**src/rtl/clock_step_pkg.sv**
```systemverilog
// rtl/clock_step_pkg.sv - shared state type, defaults and next-state rule for the clock step controller
//
// Purpose:
//   Holds the controller state enumeration, the default parameter values
//   used by clock_step_control and step_debounce, and the next-state rule
//   so the top-level FSM stays a thin two-process wrapper.
// Contents:
//   DEBOUNCE_CYCLES_DEF  default debounce window (10 ms at 10 MHz)
//   CNT_W_DEF            default STEP_CNT width
//   state_t              STOP / RUN / HLT
//   next_state()         transition rule; HALT outranks MODE_RUN

package clock_step_pkg;

  localparam int DEBOUNCE_CYCLES_DEF = 100000;
  localparam int CNT_W_DEF           = 16;

  typedef enum logic [1:0] {
    STOP = 2'd0,
    RUN  = 2'd1,
    HLT  = 2'd2
  } state_t;

  // HLT is only left once the halt request is gone and the run switch is
  // off, so a processor cannot slip straight from halt back into free-run.
  function automatic state_t next_state(input state_t cur,
                                        input logic   mode_run,
                                        input logic   halt);
    state_t nxt;
    nxt = cur;
    case (cur)
      STOP: begin
        if (halt)          nxt = HLT;
        else if (mode_run) nxt = RUN;
      end
      RUN: begin
        if (halt)           nxt = HLT;
        else if (!mode_run) nxt = STOP;
      end
      HLT: begin
        if (!halt && !mode_run) nxt = STOP;
      end
      default: nxt = STOP;
    endcase
    return nxt;
  endfunction

endpackage

```
**src/rtl/step_debounce.sv**
```systemverilog
// rtl/step_debounce.sv - synchronizer and debouncer for the single-step push-button
//
// Purpose:
//   Brings the raw button into the clock domain through two flops, then
//   only accepts a new level after it has disagreed with the accepted
//   (stable) level for DEBOUNCE_CYCLES consecutive cycles. A one-cycle
//   strobe marks every accepted 0->1 change, so holding the button gives
//   exactly one strobe.
// Ports:
//   clk          system clock
//   rst_n        asynchronous active-low reset
//   btn_raw      raw, bouncy button (1 = pressed)
//   press_pulse  one-cycle strobe on an accepted press

module step_debounce
  import clock_step_pkg::*;
#(
  parameter int DEBOUNCE_CYCLES = DEBOUNCE_CYCLES_DEF
) (
  input  logic clk,
  input  logic rst_n,
  input  logic btn_raw,
  output logic press_pulse
);

  localparam int             CW   = $clog2(DEBOUNCE_CYCLES + 1);
  localparam logic [CW-1:0]  LAST = CW'(DEBOUNCE_CYCLES - 1);

  logic          sync1;
  logic          sync2;
  logic          stable;
  logic [CW-1:0] cnt;
  logic          differ;
  logic          at_last;

  assign differ  = (sync2 != stable);
  assign at_last = (cnt == LAST);

  // cnt holds how many consecutive samples have already disagreed; the
  // sample that would make it DEBOUNCE_CYCLES flips the stable level.
  always_ff @(posedge clk or negedge rst_n) begin
    if (!rst_n) begin
      sync1       <= 1'b0;
      sync2       <= 1'b0;
      stable      <= 1'b0;
      cnt         <= '0;
      press_pulse <= 1'b0;
    end else begin
      sync1       <= btn_raw;
      sync2       <= sync1;
      press_pulse <= 1'b0;
      if (!differ) begin
        cnt <= '0;
      end else if (at_last) begin
        cnt         <= '0;
        stable      <= sync2;
        press_pulse <= sync2;
      end else begin
        cnt <= cnt + 1'b1;
      end
    end
  end

endmodule

```
**src/rtl/clock_step_control.sv**
```systemverilog
// rtl/clock_step_control.sv - run / single-step / halt controller issuing processor advance enables
//
// Purpose:
//   Turns the slow divided tick (free-run) or a debounced step button
//   (single-step) into one-cycle CPU_EN strobes, honouring a processor
//   halt request. Everything runs on IN_CLK; TICK_IN is only sampled.
// Ports:
//   IN_CLK    10 MHz system clock
//   RST_N     asynchronous active-low reset
//   TICK_IN   10 Hz divided clock, asynchronous, edge-detected
//   MODE_RUN  raw switch, 1 = free-run, 0 = single-step
//   STEP_BTN  raw bouncy button, 1 = pressed
//   HALT      halt request, synchronous level
//   CPU_EN    one-cycle advance enable
//   RUNNING   state is RUN
//   HALTED    state is HLT
//   STEP_CNT  number of CPU_EN strobes issued (wraps)

module clock_step_control
  import clock_step_pkg::*;
#(
  parameter int DEBOUNCE_CYCLES = DEBOUNCE_CYCLES_DEF,
  parameter int CNT_W           = CNT_W_DEF
) (
  input  logic             IN_CLK,
  input  logic             RST_N,
  input  logic             TICK_IN,
  input  logic             MODE_RUN,
  input  logic             STEP_BTN,
  input  logic             HALT,
  output logic             CPU_EN,
  output logic             RUNNING,
  output logic             HALTED,
  output logic [CNT_W-1:0] STEP_CNT
);

  // Tick path: two synchronizer flops, two edge-detect taps, one
  // registered strobe. tick_vld fills with ones after reset; until the
  // older edge-detect tap holds a real post-reset sample, no edge is
  // accepted, so a tick already high when reset lifts is discarded.
  logic       tick_s1;
  logic       tick_s2;
  logic       tick_d3;
  logic       tick_d4;
  logic [3:0] tick_vld;
  logic       tick_pulse;

  logic       mode_s1;
  logic       mode_s2;

  logic       press_pulse;

  state_t     state;
  state_t     state_nxt;
  logic       cpu_en_nxt;

  always_ff @(posedge IN_CLK or negedge RST_N) begin
    if (!RST_N) begin
      tick_s1    <= 1'b0;
      tick_s2    <= 1'b0;
      tick_d3    <= 1'b0;
      tick_d4    <= 1'b0;
      tick_vld   <= '0;
      tick_pulse <= 1'b0;
      mode_s1    <= 1'b0;
      mode_s2    <= 1'b0;
    end else begin
      tick_s1    <= TICK_IN;
      tick_s2    <= tick_s1;
      tick_d3    <= tick_s2;
      tick_d4    <= tick_d3;
      tick_vld   <= {tick_vld[2:0], 1'b1};
      tick_pulse <= tick_vld[3] & tick_d3 & ~tick_d4;
      mode_s1    <= MODE_RUN;
      mode_s2    <= mode_s1;
    end
  end

  step_debounce #(
    .DEBOUNCE_CYCLES(DEBOUNCE_CYCLES)
  ) u_debounce (
    .clk        (IN_CLK),
    .rst_n      (RST_N),
    .btn_raw    (STEP_BTN),
    .press_pulse(press_pulse)
  );

  // A strobe is only honoured when the state is settled: a halt request
  // or a state change in the same cycle swallows it rather than letting
  // the processor advance across a mode boundary.
  always_comb begin
    state_nxt  = next_state(state, mode_s2, HALT);
    cpu_en_nxt = 1'b0;
    if (!HALT && (state_nxt == state)) begin
      if ((state == RUN) && tick_pulse)   cpu_en_nxt = 1'b1;
      if ((state == STOP) && press_pulse) cpu_en_nxt = 1'b1;
    end
  end

  // RUNNING/HALTED are loaded from the next state so that they are flops
  // yet always agree with the state register.
  always_ff @(posedge IN_CLK or negedge RST_N) begin
    if (!RST_N) begin
      state    <= STOP;
      CPU_EN   <= 1'b0;
      RUNNING  <= 1'b0;
      HALTED   <= 1'b0;
      STEP_CNT <= '0;
    end else begin
      state   <= state_nxt;
      CPU_EN  <= cpu_en_nxt;
      RUNNING <= (state_nxt == RUN);
      HALTED  <= (state_nxt == HLT);
      if (cpu_en_nxt) STEP_CNT <= STEP_CNT + 1'b1;
    end
  end

endmodule

```
**config.mk**
```make
export PLATFORM = sky130hd
export DESIGN_NAME = clock_step_control
export DESIGN_NICKNAME = d
export VERILOG_FILES = /design/src/rtl/clock_step_pkg.sv /design/src/rtl/step_debounce.sv /design/src/rtl/clock_step_control.sv
export SDC_FILE = /design/constraint.sdc
export NUM_CORES = 1
export LEC_CHECK = 0
export BUFFER_PORTS_ARGS = -buffer_cell sky130_fd_sc_hd__buf_4
export CORE_AREA = 4 4 68 70
export DETAILED_ROUTE_END_ITERATION = 10
export DIE_AREA = 0 0 72 74
export PLACE_DENSITY = 0.85
export SLEW_MARGIN = 15
export SYNTH_ARGS = -nofsm -noshare
export SYNTH_HDL_FRONTEND = slang
export SYNTH_SLANG_ARGS = --single-unit
```
**constraint.sdc**
```tcl
create_clock -name IN_CLK -period 1.8 [get_ports IN_CLK]
set_input_delay 0.18 -clock IN_CLK [delete_from_list [all_inputs] [get_ports IN_CLK]]
set_output_delay 0.18 -clock IN_CLK [all_outputs]
set_load 0.05 [all_outputs]
```
==> reports/metrics.yaml, run 1 <==
status: "finished clean"
firstDrtPassIters: 4
grt_max_degree: 54
synth_top_family_by_area: "simple AND/OR/NAND/NOR gates"
dieArea_mm2: 0.00533
io-pin-count: 25
design.core.area_mm2: 0.00397
num_vias: 1404
finalMaxSlewViolations: 0
synthToLayoutAreaGrowth_pct: 17.1
leakagePower_nw: 1.24
die_w_um: 72
cts_num_sinks: 53
yosys-top-cells-count: "dfrtp_1, xnor2_1, nor2_1"
clk_pin_slew_worst_paths_ns: 0.09
maxCapViolations: 0
synthXorXnorAreaFrac_pct: 11.7
async_flop_share_pct: 100
syn_inst: 178
crit_path_start_kind: "flop"
worstPathMaxFanout: 15
timing.fmax_mhz: 594
tns_ns: 0
hp-class: "input pin to flop"
synth.avg_cell_area_um2: 12.6
first_global_vias: 1464
min_period_ns: 1.68
clockRootBuffer: "clkbuf_8"
ir_drop_uv: 678
ys.flop_type: "dfrtp_1"
synth_compound_area_share_pct: 3.97
grt_pass1_wl_um: 6790
synthTopCellsByArea: "dfrtp_1, xnor2_1, xor2_1"
cts_setup_buffers: 0
final_antenna_net_count: 0
synthAdderAreaFrac_pct: 1.12
drive_gt1_share_pct: 23.6
path_cells: "ha_1 -> and4_2 -> nand4_1 -> nand2_4 -> nor2_1"
drt_iter0_drc: 113
gp_congestion: 0.838
grtUsageTotal_pct: 16.5
drt_wl_total_um: 3780
crit_slowest_cell: "dfrtp_1"
ys_warn_count: 0
dp_hpwl_um: 2600
via_per_inst: 5.36
nNetsFinal: 219
cts_tree: "yes"
max-slew-margin-rel_pct: 57.9
drc: 0
core.rowCount: 23
worstMarginPinSlew_ns: 0.632
routedWlPerCell_um: 14.4
io_buffers: 24
placed_area_mm2: 0.00246
synth_most_common_cell: "dfrtp_1"
synth-simple-area-share_pct: 21.7
syn_area_mm2: 0.00224
antenna_found_initial: 0
grt-ovfl-total: 0
num_antenna_cells: 0
finalCritPeriodShare_pct: 93.5
htree_levels: 2
path_buf_inv: 0
cts_buffer_depth: 2
synthesis.nets: 186
max_stage_delay_ns: 0.41
clock_latency_ns: 0.30
numCtsBuffers: 5
final-hold-violation-count: 0
synth_seq_area_share_pct: 59.3
setup-violations-final: 0
start_util_pct: 56.4
muxShareOfSynthArea_pct: 1.01
pwr_density_cell_mw_per_mm2: 810
die_y_um: 74
fin_area_mm2: 0.00262
critical_path_class: "flop to flop"
worstPathArrival_ns: 1.87
worstPathRequired_ns: 1.98
yosysTopAreaCell: "dfrtp_1"
crit_family: "simple AND/OR/NAND/NOR gates"
finalClockSkew_ns: 0.00894
synth-edff-count: 0
ys_seq_elements: 53
critical_path.endpoint_type: "flop"
ys_types: 36
synth_top_area_share_pct: 59.3
## report_power, final
part           total (mW)  switching [mW]  internal (mW)
sequential           1.24          0.0211           1.22
combinational      0.0920          0.0611         0.0309
clock               0.793           0.376          0.417
total                2.12           0.458           1.66
## cell usage in the layout, fill, tap and decap left out, types with 2 or more instances in the layout
cell,instances
nor3_1,3
nand2_2,2
dfrtp_1,53
and3_1,4
dlygate4sd3_1,4
nand4_1,11
nand2_1,11
o21ai_0,2
xor2_1,12
a21oi_1,3
and4bb_2,2
buf_4,24
mux2_2,2
nand3_1,7
and4_1,3
clkbuf_8,5
and2_1,4
nor2_1,16
and4_2,2
ha_1,2
nor4_1,3
xnor2_1,18
## stage by stage
stage	total power [mW]	setup WS (ns)	hold slack [ns]	std cells	utilization (%)
CTS	2.15	0.0202	0.161	262	65.8
finish	2.12	0.117	0.173	262	66.0
global placement	1.35	0.171	0.241	250	62.0
global route	2.22	-0.000345	0.169	262	66.0
floorplan	1.30	0.166	-0.116	178	-
detailed placement	1.35	0.0425	0.245	250	62.0
## kinds of logic after synthesis
| group | after synthesis |
|---|---|
| compound gates | 9 |
| xor+xnor | 30 |
| fa+ha+maj | 2 |
| buf+inv | 3 |
| flops | 53 |
| mux | 2 |
| other cells | 1 |
| simple gates | 78 |
## flip-flops by register name (all words and copies together), names as in the netlist, 2 cells and up
register and flops:
tick_vld 4, u_debounce.cnt 17, state 2, STEP_CNT 16
## tightest hold or removal path: stages
cell and delay (ns):
buf_4 0.10, a21oi_1 0.05, a21oi_1 0.11
## cell type report
class / count / area, µm²
clock buffers: 5 / 68.8
inverters: 1 / 3.75
well taps: 50 / 62.6
clock inverters: 3 / 43.8
fillers: 321 / 1350
multi-input cells: 122 / 896
flip-flops and latches: 53 / 1330
repair buffers: 28 / 220
## worst paths after layout
kind,slack [ns],from,depth (start not counted),to
setup / recovery,0.12,u_debounce.cnt[0],5,u_debounce.cnt[8]
hold / removal,0.17,HALT,3,state[1]
setup reg to reg,0.12,u_debounce.cnt[0],5,u_debounce.cnt[8]
hold reg to reg,0.35,tick_s2,0,tick_d3
max in group asynchronous,0.93,RST_N,2,u_debounce.cnt[6]
min in group asynchronous,0.44,RST_N,2,STEP_CNT[0]
## metal layers
layer	routed length [µm]	up-vias	track usage (%)
met1	1710	669	21.0
met4	53	0	6.26
met2	1830	36	27.1
met3	191	6	4.59
li1	-	693	-
met5	0	-	0
## repair_timing
| item | in CTS | in global routing |
|---|---|---|
| endpoints found under the setup margin | 0 | 15 |
| hold buffers | 4 | 0 |
| hold endpoints to repair | 56 | 0 |
| resized for setup | 0 | 2 |
(Power assumes the default switching activity.)
==> run 2: changes to the inputs <==
clock period = 1.65 ns   (was 1.8 ns; I/O delays follow)
==> reports/metrics.yaml, run 2 (synthesized netlist as in run 1, its figures left out) <==
design.core.area_mm2: 0.00397  # unchanged
first_global_vias: 1467  # +0.20%
drc: 0  # unchanged
dp_hpwl_um: 2530  # -2.6%
critical_path_class: "flop to flop"
timing.fmax_mhz: 638  # +7.4%
final-hold-violation-count: 0  # unchanged
core.rowCount: 23  # unchanged
io-pin-count: 25  # unchanged
grtUsageTotal_pct: 15.8  # -0.70 points
worstPathArrival_ns: 1.75  # -0.12 ns
hold_path_depth: 3  # unchanged
largest_reg_flops: 17  # unchanged
clockRootBuffer: "clkbuf_8"
grt_pass1_wl_um: 6540  # -3.7%
multiInputGateArea_um2: 895  # -0.14%
pwr_density_cell_mw_per_mm2: 832  # +2.7%
final_common_cell: "dfrtp_1"
drt_iter0_drc: 96  # -15%
hp-start: "HALT"
dieArea_mm2: 0.00533  # unchanged
setup_slack_ns: 0.0827  # -0.0339 ns
place_worst_setup_slack_ns: 0.0635  # +0.0210 ns
cts_buffer_depth: 2  # unchanged
finalClockSkew_ns: 0.0115  # +0.00252 ns
r2r_end: "u_debounce.stable"
finalMaxSlewViolations: 0  # unchanged
die_y_um: 74  # unchanged
largest_register: "u_debounce.cnt"
numCtsBuffers: 5  # unchanged
grt-ovfl-total: 0  # unchanged
r2r-start: "u_debounce.cnt[1]"
routedWlPerCell_um: 13.7  # -4.9%
cts_num_sinks: 53  # unchanged
antenna_found_initial: 0  # unchanged
worstPathRequired_ns: 1.84  # -0.14 ns
grt_max_degree: 54  # unchanged
final_antenna_net_count: 0  # unchanged
min_period_ns: 1.57  # -0.116 ns
ff2ff_setup_slack_ns: 0.08  # -0.03 ns
finalCritPeriodShare_pct: 95.0  # +1.5 points
clock_latency_ns: 0.30  # about the same
synthToLayoutAreaGrowth_pct: 16.7
fin_cells: 263  # +0.38%
htree_levels: 2  # unchanged
layout_common_cells: "dfrtp_1, buf_4, xnor2_1"
setup-violations-final: 0  # unchanged
status: "finished clean"
die_w_um: 72  # unchanged
fin_hold_ws_ns: 0.168  # -0.00421 ns
drt_wl_total_um: 3610  # -4.5%
hold_end: "HALTED"
leakagePower_nw: 1.23  # -0.41%
worstMarginPinSlew_ns: 0.621  # -0.0103 ns
firstDrtPassIters: 6  # +2
start_util_pct: 56.4  # unchanged
drive_gt1_share_pct: 23.5  # -0.11 points
dp.cells: 252  # +0.80%
hp-class: "input pin to flop"
num_antenna_cells: 0  # unchanged
worstPathMaxFanout: 4  # -11
clk_pin_slew_worst_paths_ns: 0.09  # about the same
cts_tree: "yes"
seq_area_mm2: 0.00133  # unchanged
max-slew-margin-rel_pct: 58.6  # +0.69 points
num_vias: 1440  # +2.6%
critical_path.endpoint_type: "flop"
maxCapViolations: 0  # unchanged
via_per_inst: 5.48  # +2.2%
reg2reg_depth: 4  # -1
ir_drop_uv: 697  # +2.9%
nFillCells: 306  # -4.7%
nNetsFinal: 221  # +0.91%
cts_setup_buffers: 0  # unchanged
largestRegisters: "u_debounce.cnt: 17 flops, STEP_CNT: 16 flops, tick_vld: 4 flops"
gp_congestion: 0.812  # -3.1%
io_buffers: 24  # unchanged
crit_path_start_kind: "flop"
-- run 2: changes by cell type in the layout (fill, tap and decap cells not counted) --
cell,change
clkbuf_8,+1
inv_6,-1
and4_2,-1
bufinv_16,-1
and4_1,+1
clkinvlp_4,+1
buf_4,+2
clkinv_2,-1
-- run 2: how the worst max path moves through the flow --
stage / from / end / slack [ns] / cells after the start
after global placement: u_debounce.cnt[1] / u_debounce.cnt[7] / 0.15 / 5
after global routing: u_debounce.cnt[1] / u_debounce.stable / -0.01 / 4
after CTS: u_debounce.cnt[1] / u_debounce.cnt[14] / 0.05 / 5
final: u_debounce.cnt[1] / u_debounce.stable / 0.08 / 4
after detailed placement: u_debounce.cnt[1] / u_debounce.cnt[8] / 0.06 / 5
after floorplan: STEP_CNT[2] / STEP_CNT[13] / 0.02 / 4
-- run 2: per-layer routing --
metal  part of all wire (%)  track usage [%]  vias to the layer above
li1                       -                -                      692
met1                     45             19.8                      714
met2                     48             26.7                       32
met3                    5.6             4.59                        2
met4                   0.55             5.01                        0
met5                      0                0                        -
-- run 2: per-stage QoR --
stage | utilization, % | power (mW) | TNS, ns | cell area (µm²)
2_1_floorplan | - | 1.42 | 0 | 2240
6_report | 65.8 | 2.17 | 0 | 2610
3_5_place_dp | 62.4 | 1.47 | 0 | 2480
4_1_cts | 65.7 | 2.20 | 0 | 2610
3_3_place_gp | 62.4 | 1.47 | 0 | 2480
5_1_grt | 65.8 | 2.29 | -0.0551 | 2610
-- run 2: final cells by class --
cell class	count	share of cell area, %
sequential	53	50.8
multi-input combinational	122	34.2
timing repair buffer	30	9.00
inverter	1	0.144
clock inverter	1	0.287
clock buffer	6	3.16
tap	50	2.39
-- run 2: critical path, cell delays in order, from the launching register on --
cell and delay, ns:
dfrtp_1 0.40, ha_1 0.22, and4_1 0.27, nand4_1 0.23, mux2_2 0.35
-- run 2: power breakdown --
group / internal [mW] / total [mW] / leakage (nW) / switching, mW
logic: 0.0361 / 0.104 / 0.486 / 0.0683
clock network: 0.332 / 0.720 / 0.0433 / 0.388
registers: 1.33 / 1.35 / 0.703 / 0.0219
-- run 2: timing repair --
action / in CTS / in global routing
setup endpoints to repair: 0 / 15
resized for setup: 0 / 1
hold buffers: 4 / 0
endpoints found under the hold margin: 56 / 0
